$ cat src/rtl/pc_pkg.sv
// Shared types and defaults for the IF-stage program-counter generator.
package pc_pkg;

  localparam int unsigned XLEN_DEFAULT         = 32;
  localparam logic [31:0] RESET_VECTOR_DEFAULT = 32'h0000_0000;
  localparam logic [31:0] TRAP_VECTOR_DEFAULT  = 32'h0000_0100;

  typedef enum logic [1:0] {
    StBoot = 2'd0,
    StRun  = 2'd1,
    StPend = 2'd2
  } pc_state_e;

  typedef enum logic [1:0] {
    PendNone  = 2'd0,
    PendRedir = 2'd1,
    PendTrap  = 2'd2
  } pend_kind_e;

endpackage

$ cat src/rtl/pc_generator_if.sv
// Control/status bundle between the pipeline (master) and the PC generator (slave).
interface pc_generator_if
  import pc_pkg::*;
#(
  parameter int unsigned XLEN = XLEN_DEFAULT
);

  logic            busyWait;
  logic            redirect_valid;
  logic [XLEN-1:0] redirect_target;
  logic            trap_valid;
  logic [XLEN-1:0] PC;
  logic            pc_valid;
  logic [XLEN-1:0] pc_plus_step;
  logic            misalign_err;

  modport master (
    output busyWait, redirect_valid, redirect_target, trap_valid,
    input  PC, pc_valid, pc_plus_step, misalign_err
  );

  modport slave (
    input  busyWait, redirect_valid, redirect_target, trap_valid,
    output PC, pc_valid, pc_plus_step, misalign_err
  );

endinterface

$ cat src/rtl/pc_pending_slot.sv
// Holds a redirect or trap that arrived during a memory freeze, with trap-over-redirect
// overwrite priority. A consumed slot can be reloaded on the same edge.
module pc_pending_slot
  import pc_pkg::*;
#(
  parameter int unsigned     XLEN        = XLEN_DEFAULT,
  parameter logic [XLEN-1:0] TRAP_VECTOR = XLEN'(TRAP_VECTOR_DEFAULT)
) (
  input  logic            i_clk,
  input  logic            i_rst,
  input  logic            i_capture_en,
  input  logic            i_consume,
  input  logic            i_trap,
  input  logic            i_redir,
  input  logic [XLEN-1:0] i_target,
  output pend_kind_e      o_kind,
  output logic [XLEN-1:0] o_target,
  output logic            o_redir_accept
);

  pend_kind_e      r_kind;
  pend_kind_e      w_kind_next;
  pend_kind_e      w_base_kind;
  logic [XLEN-1:0] r_target;
  logic [XLEN-1:0] w_target_next;

  // A slot being drained this edge no longer blocks a fresh redirect.
  assign w_base_kind = i_consume ? PendNone : r_kind;

  always_comb begin
    w_kind_next    = w_base_kind;
    w_target_next  = r_target;
    o_redir_accept = 1'b0;
    if (i_capture_en) begin
      if (i_trap) begin
        w_kind_next   = PendTrap;
        w_target_next = TRAP_VECTOR;
      end else if (i_redir && (w_base_kind != PendTrap)) begin
        w_kind_next    = PendRedir;
        w_target_next  = i_target;
        o_redir_accept = 1'b1;
      end
    end
  end

  always_ff @(posedge i_clk) begin
    if (i_rst) begin
      r_kind   <= PendNone;
      r_target <= '0;
    end else begin
      r_kind   <= w_kind_next;
      r_target <= w_target_next;
    end
  end

  assign o_kind   = r_kind;
  assign o_target = r_target;

endmodule

$ cat src/rtl/pc_generator.sv
// IF-stage program counter: sequential step, redirect/trap with fixed priority,
// freeze under busyWait with a pending slot for requests seen while frozen.
module pc_generator
  import pc_pkg::*;
#(
  parameter int unsigned     XLEN         = XLEN_DEFAULT,
  parameter logic [XLEN-1:0] RESET_VECTOR = XLEN'(RESET_VECTOR_DEFAULT),
  parameter logic [XLEN-1:0] TRAP_VECTOR  = XLEN'(TRAP_VECTOR_DEFAULT),
  parameter int unsigned     STEP         = 4
) (
  input  logic           CLK,
  input  logic           RESET,
  pc_generator_if.slave  bus
);

  localparam logic [XLEN-1:0] LowMask = XLEN'(STEP - 1);
  localparam logic [XLEN-1:0] StepInc = XLEN'(STEP);

  pc_state_e       r_state;
  pc_state_e       w_state_next;
  logic [XLEN-1:0] r_pc;
  logic [XLEN-1:0] w_pc_next;
  logic            r_pc_valid;
  logic            r_misalign;
  logic            w_misalign_next;
  logic [XLEN-1:0] w_redir_aligned;
  logic            w_req;
  logic            w_capture_en;
  logic            w_consume;
  logic            w_run_redir;
  logic            w_slot_redir_accept;
  pend_kind_e      w_pend_kind;
  logic [XLEN-1:0] w_pend_target;

  assign w_redir_aligned = bus.redirect_target & ~LowMask;
  assign w_req           = bus.trap_valid | bus.redirect_valid;
  assign w_capture_en    = ((r_state == StRun) && bus.busyWait) || (r_state == StPend);
  assign w_consume       = (r_state == StPend) && !bus.busyWait;
  assign w_run_redir     = (r_state == StRun) && !bus.busyWait && !bus.trap_valid &&
                           bus.redirect_valid;
  assign w_misalign_next = (w_run_redir | w_slot_redir_accept) &&
                           ((bus.redirect_target & LowMask) != '0);

  pc_pending_slot #(
    .XLEN        (XLEN),
    .TRAP_VECTOR (TRAP_VECTOR)
  ) u_pending_slot (
    .i_clk          (CLK),
    .i_rst          (RESET),
    .i_capture_en   (w_capture_en),
    .i_consume      (w_consume),
    .i_trap         (bus.trap_valid),
    .i_redir        (bus.redirect_valid),
    .i_target       (w_redir_aligned),
    .o_kind         (w_pend_kind),
    .o_target       (w_pend_target),
    .o_redir_accept (w_slot_redir_accept)
  );

  always_comb begin
    w_state_next = r_state;
    w_pc_next    = r_pc;
    unique case (r_state)
      StBoot: w_state_next = StRun;
      StRun: begin
        if (bus.busyWait) begin
          if (w_req) w_state_next = StPend;
        end else if (bus.trap_valid) begin
          w_pc_next = TRAP_VECTOR;
        end else if (bus.redirect_valid) begin
          w_pc_next = w_redir_aligned;
        end else begin
          w_pc_next = r_pc + StepInc;
        end
      end
      StPend: begin
        // Release: apply the slot; a request on the same edge keeps us here one more cycle.
        if (!bus.busyWait) begin
          if (w_pend_kind != PendNone) w_pc_next = w_pend_target;
          if (!w_req) w_state_next = StRun;
        end
      end
      default: w_state_next = StBoot;
    endcase
  end

  always_ff @(posedge CLK) begin
    if (RESET) begin
      r_state    <= StBoot;
      r_pc       <= RESET_VECTOR;
      r_pc_valid <= 1'b0;
      r_misalign <= 1'b0;
    end else begin
      r_state    <= w_state_next;
      r_pc       <= w_pc_next;
      r_pc_valid <= 1'b1;
      r_misalign <= w_misalign_next;
    end
  end

  assign bus.PC           = r_pc;
  assign bus.pc_valid     = r_pc_valid;
  assign bus.pc_plus_step = r_pc + StepInc;
  assign bus.misalign_err = r_misalign;

endmodule

$ cat src/flat_wrapper.sv
// flat-port wrapper written by rule: the top's interface ports become plain ports
module pc_generator_flat import pc_pkg::*;
#(
  parameter int unsigned     XLEN         = XLEN_DEFAULT,
  parameter logic [XLEN-1:0] RESET_VECTOR = XLEN'(RESET_VECTOR_DEFAULT),
  parameter logic [XLEN-1:0] TRAP_VECTOR  = XLEN'(TRAP_VECTOR_DEFAULT),
  parameter int unsigned     STEP         = 4
)
  (CLK, RESET, bus_busyWait, bus_redirect_valid, bus_redirect_target, bus_trap_valid, bus_PC, bus_pc_valid, bus_pc_plus_step, bus_misalign_err);
  pc_generator_if #(.XLEN(XLEN)) bus_i ();
  input  logic CLK;
  input  logic RESET;
  input wire logic [$bits(bus_i.busyWait)-1:0] bus_busyWait;
  input wire logic [$bits(bus_i.redirect_valid)-1:0] bus_redirect_valid;
  input wire logic [$bits(bus_i.redirect_target)-1:0] bus_redirect_target;
  input wire logic [$bits(bus_i.trap_valid)-1:0] bus_trap_valid;
  output wire logic [$bits(bus_i.PC)-1:0] bus_PC;
  output wire logic [$bits(bus_i.pc_valid)-1:0] bus_pc_valid;
  output wire logic [$bits(bus_i.pc_plus_step)-1:0] bus_pc_plus_step;
  output wire logic [$bits(bus_i.misalign_err)-1:0] bus_misalign_err;
  assign bus_i.busyWait = bus_busyWait;
  assign bus_i.redirect_valid = bus_redirect_valid;
  assign bus_i.redirect_target = bus_redirect_target;
  assign bus_i.trap_valid = bus_trap_valid;
  assign bus_PC = bus_i.PC;
  assign bus_pc_valid = bus_i.pc_valid;
  assign bus_pc_plus_step = bus_i.pc_plus_step;
  assign bus_misalign_err = bus_i.misalign_err;
  pc_generator #(.XLEN(XLEN), .RESET_VECTOR(RESET_VECTOR), .TRAP_VECTOR(TRAP_VECTOR), .STEP(STEP)) u_core (.CLK(CLK), .RESET(RESET), .bus(bus_i));
endmodule
$ cat config.mk
export PLATFORM = sky130hd
export DESIGN_NAME = pc_generator_flat
export DESIGN_NICKNAME = d
export VERILOG_FILES = /design/src/rtl/pc_pkg.sv /design/src/rtl/pc_generator_if.sv /design/src/rtl/pc_pending_slot.sv /design/src/rtl/pc_generator.sv /design/src/flat_wrapper.sv
export SDC_FILE = /design/constraint.sdc
export NUM_CORES = 1
export LEC_CHECK = 0
export CAP_MARGIN = 20
export CORE_MARGIN = 1
export CORE_UTILIZATION = 49
export CTS_CLUSTER_DIAMETER = 60
export DETAILED_ROUTE_END_ITERATION = 12
export PLACE_DENSITY = 0.81
export SETUP_SLACK_MARGIN = 0.2
export SLEW_MARGIN = 20
export SYNTH_ARGS = -nofsm -noshare
export SYNTH_HDL_FRONTEND = slang
export SYNTH_SLANG_ARGS = --single-unit
$ cat constraint.sdc
create_clock -name CLK -period 2.8 [get_ports CLK]
set_input_delay 0.7 -clock CLK [delete_from_list [all_inputs] [get_ports CLK]]
set_output_delay 0.7 -clock CLK [all_outputs]
set_load 0.005 [all_outputs]
==> impl_metrics.yaml <==
floorplan:
  core_um2: 7370
  start_util: 0.517
  die_x_um: 90.2
  die_y_um: 90.2
  rows: 31
  die-area_um2: 8140
  io-pin-count: 103
place:
  gp_congestion: 0.931
  dpl_cell_area_um2: 5130
  dp_cells: 684
  hpwl_um: 9020
  io_buffers: 98
synth:
  ys.flop_type: "dfxtp_1"
  yosys_warnings: 0
  synthArstFlopShare: 0
  avgSynthCellArea_um2: 7.99
  syn-cell-area_um2: 3810
  ys_ff_latch: 66
  yosysSeqAreaShare: 0.347
  synth-edff-count: 0
  syn_inst: 477
  synth.distinct_cells: 66
sta:
  slew_headroom: 0.650
  period_needed_ns: 2.82
  slew_violations: 0
  hold_violations: 0
  rsz0062_at_grt: "yes"
  worst_pin_slew_ns: 0.525
  period_share: 1.01
  finClkSkew_ns: 0.00966
  setup_viol: 1
  setup_slack_ns: -0.0205
  max_freq_mhz: 355
route:
  drtAntennaViolNets: 0
  drt-initial-drc-count: 661
  viasPerCell: 6.63
  first_pass_iters: 8
  vias: 5004
  wl_per_cell_um: 21.8
  drc: 0
  routed_wl_um: 16400
cts:
  cts_root_buffer: "clkbuf_8"
  clkLatencyLatePin_ns: 0.35
  cts_tree: "done"
  cts_buffers: 9
  htree_num_levels: 3
  path_clk_slew_ns: 0.07
  cts.sinks: 66
  cts_buffer_depth: 2
flow_run:
  cap_violations: 0
grt:
  grt_overflow: 0
  grt_pass1_vias: 4593
  grtUsageTotal: 0.356
  grt_pass1_wl_um: 23000
  grt_max_degree: 32
  antenna_found_initial: 0
pwr:
  powerDensity_nw_per_um2: 830
  max-vdd-ir-drop_uv: 532
  leakagePower_nw: 2.55
  p_total_mw: 5.00
cells_and_area:
  finish.cell_count_without_fillers: 755
  multiInputGateArea_um2: 2500
  num-fill-cells: 433
  nets: 693
  final_common_cell: "buf_4"
  drive_above_1_share: 0.316
  post-route-cell-area_um2: 6020
  antenna_cells: 0
  final_cell_mix: "90 x buf_4, 70 x clkdlybuf4s50_1, 45 x dfxtp_1, 44 x nor2_1"
  area_growth_pct: 58.0
  ff_latch_area_um2: 1350
  finalCoreUtilization: 0.817
setup_path:
  cp-start-kind: "flop"
  startpoint: "u_core.bus.PC[8]$_SDFFE_PP0P_"
  critPathMaxFanout: 5
  cpMaxStageDelayCell: "or4_4"
  setup.worst_path.end_class: "output pin"
  ff2ff_setup_slack_ns: 0.45
  r2r-start: "u_core.r_state[0]$_SDFFE_PP0P_"
  worstPathBufferInverterCount: 3
  cp.required_ns: 2.10
  cpLargestDelayFamily: "simple AND/OR/NAND/NOR gates"
  critPathMaxStageDelay_ns: 0.53
  crit_top_cell: "buf_6"
  worstPathCellList: "and4_4 -> buf_6 -> buf_6 -> nand3_4 -> or4_4 -> xnor2_2 -> buf_2"
  critPathArrivalTime_ns: 2.12
  criticalPathCategory: "reg2out"
worst_hold_path:
  hp-start: "u_core.u_pending_slot.o_kind[1]$_SDFF_PP0_"
  hp-class: "reg2reg"
outcome:
  violations: "setup timing"
  status: "complete, but fails checks"
==> registers in the layout (all words and copies together), names as in the netlist <==
name,flops
u_core.u_pending_slot.o_kind,2
u_core.bus.pc_valid,1
u_core.r_state,2
u_core.bus.PC,30
u_core.bus.misalign_err,1
u_core.u_pending_slot.o_target,30
==> metal layers <==
layer | up-vias | GRT usage | share of wire
met5 | - | 0 | 0
met4 | 0 | 0.203 | 0.062
met3 | 125 | 0.0753 | 0.12
met2 | 492 | 0.579 | 0.45
met1 | 2286 | 0.435 | 0.37
li1 | 2101 | - | -
==> synth_stat cells, types with 3 or more instances <==
cell type  number  share of area
o21bai_1        3         0.0059
nor2_1         50          0.049
nand3b_1        3         0.0059
a221oi_1        4         0.0092
nand4_1        14          0.023
o21a_1          6          0.012
a22o_1          6          0.014
and4_1          3         0.0069
o21ai_0        34          0.045
a21oi_1        34          0.045
buf_4           6          0.012
nor3_1         10          0.013
nand3_1        13          0.017
mux2i_1         3         0.0079
clkbuf_1       32          0.032
a32o_1          3         0.0079
nand2b_1        6         0.0098
buf_2           3         0.0039
nand2_1        28          0.028
xnor2_1        15          0.034
inv_1          11          0.011
buf_6           3         0.0089
a31oi_1         8          0.013
o211ai_1        3         0.0059
a211oi_1        6          0.012
a22oi_1        34          0.067
nor4_1          9          0.015
ha_1            5          0.016
xor2_1         12          0.028
dfxtp_1        66           0.35
==> worst register-to-register path: stages, from the launching register on <==
cell,delay (ns)
dfxtp_1,0.38
inv_1,0.08
ha_1,0.38
a21oi_1,0.27
o21a_1,0.42
nand2_1,0.09
or4b_1,0.47
o211a_1,0.14
==> final cells by class <==
| class | instances | area share |
|---|---|---|
| Clock inverter | 2 | 0.00582 |
| Inverter | 11 | 0.00686 |
| Multi-Input combinational cell | 357 | 0.415 |
| Clock buffer | 14 | 0.0270 |
| Sequential cell | 66 | 0.225 |
| Tap cell | 99 | 0.0206 |
| Timing Repair Buffer | 206 | 0.300 |
==> worst paths after layout <==
| path | to | cells past startpoint |
|---|---|---|
| worst max-delay path | bus_pc_plus_step[29] | 7 |
| worst min-delay path | u_core.u_pending_slot.o_kind[1]$_SDFF_PP0_ | 2 |
| worst max register to register | u_core.bus.PC[21]$_SDFFE_PP0P_ | 7 |
| worst min register to register | u_core.u_pending_slot.o_kind[1]$_SDFF_PP0_ | 2 |
==> kinds of logic (layout without fill, tap and decap cells) <==
family,Yosys count,count (layout),synth area share
AOI/OAI and AO/OA,164,164,0.286
and+or+nand+nor,152,153,0.207
DFF,66,66,0.347
buffers and inverters,58,233,0.0702
xor gates and xnor gates,27,27,0.0620
adders and majority gates,5,5,0.0164
muxes,4,4,0.0108
other,1,4,0.000984
==> report_power, final <==
group | total, mW | leakage [nW] | switching (mW) | internal, mW
Clock | 0.845 | 0.101 | 0.385 | 0.461
Combinational | 2.76 | 1.90 | 1.45 | 1.31
Sequential | 1.39 | 0.547 | 0.220 | 1.17
==> stage by stage <==
step	setup TNS [ns]	hold slack, ns	worst slack, ns
final	-0.0205	0.500	-0.0205
after global placement	0	0.471	0.0668
after global routing	-0.120	0.510	-0.0414
after CTS	0	0.497	0.0172
after floorplan	0	0.455	0.521
after detailed placement	-0.111	0.485	-0.111
==> timing repair <==
action | 4_1_cts | 5_1_grt
pin swaps | 26 | 27
cloned | 1 | 0
hold buffers | 0 | 0
gates resized for setup | 88 | 77
buffers inserted | 29 | 25
endpoints found under the setup margin | 28 | 20
Note: power is estimated with default switching activity, not from simulation.
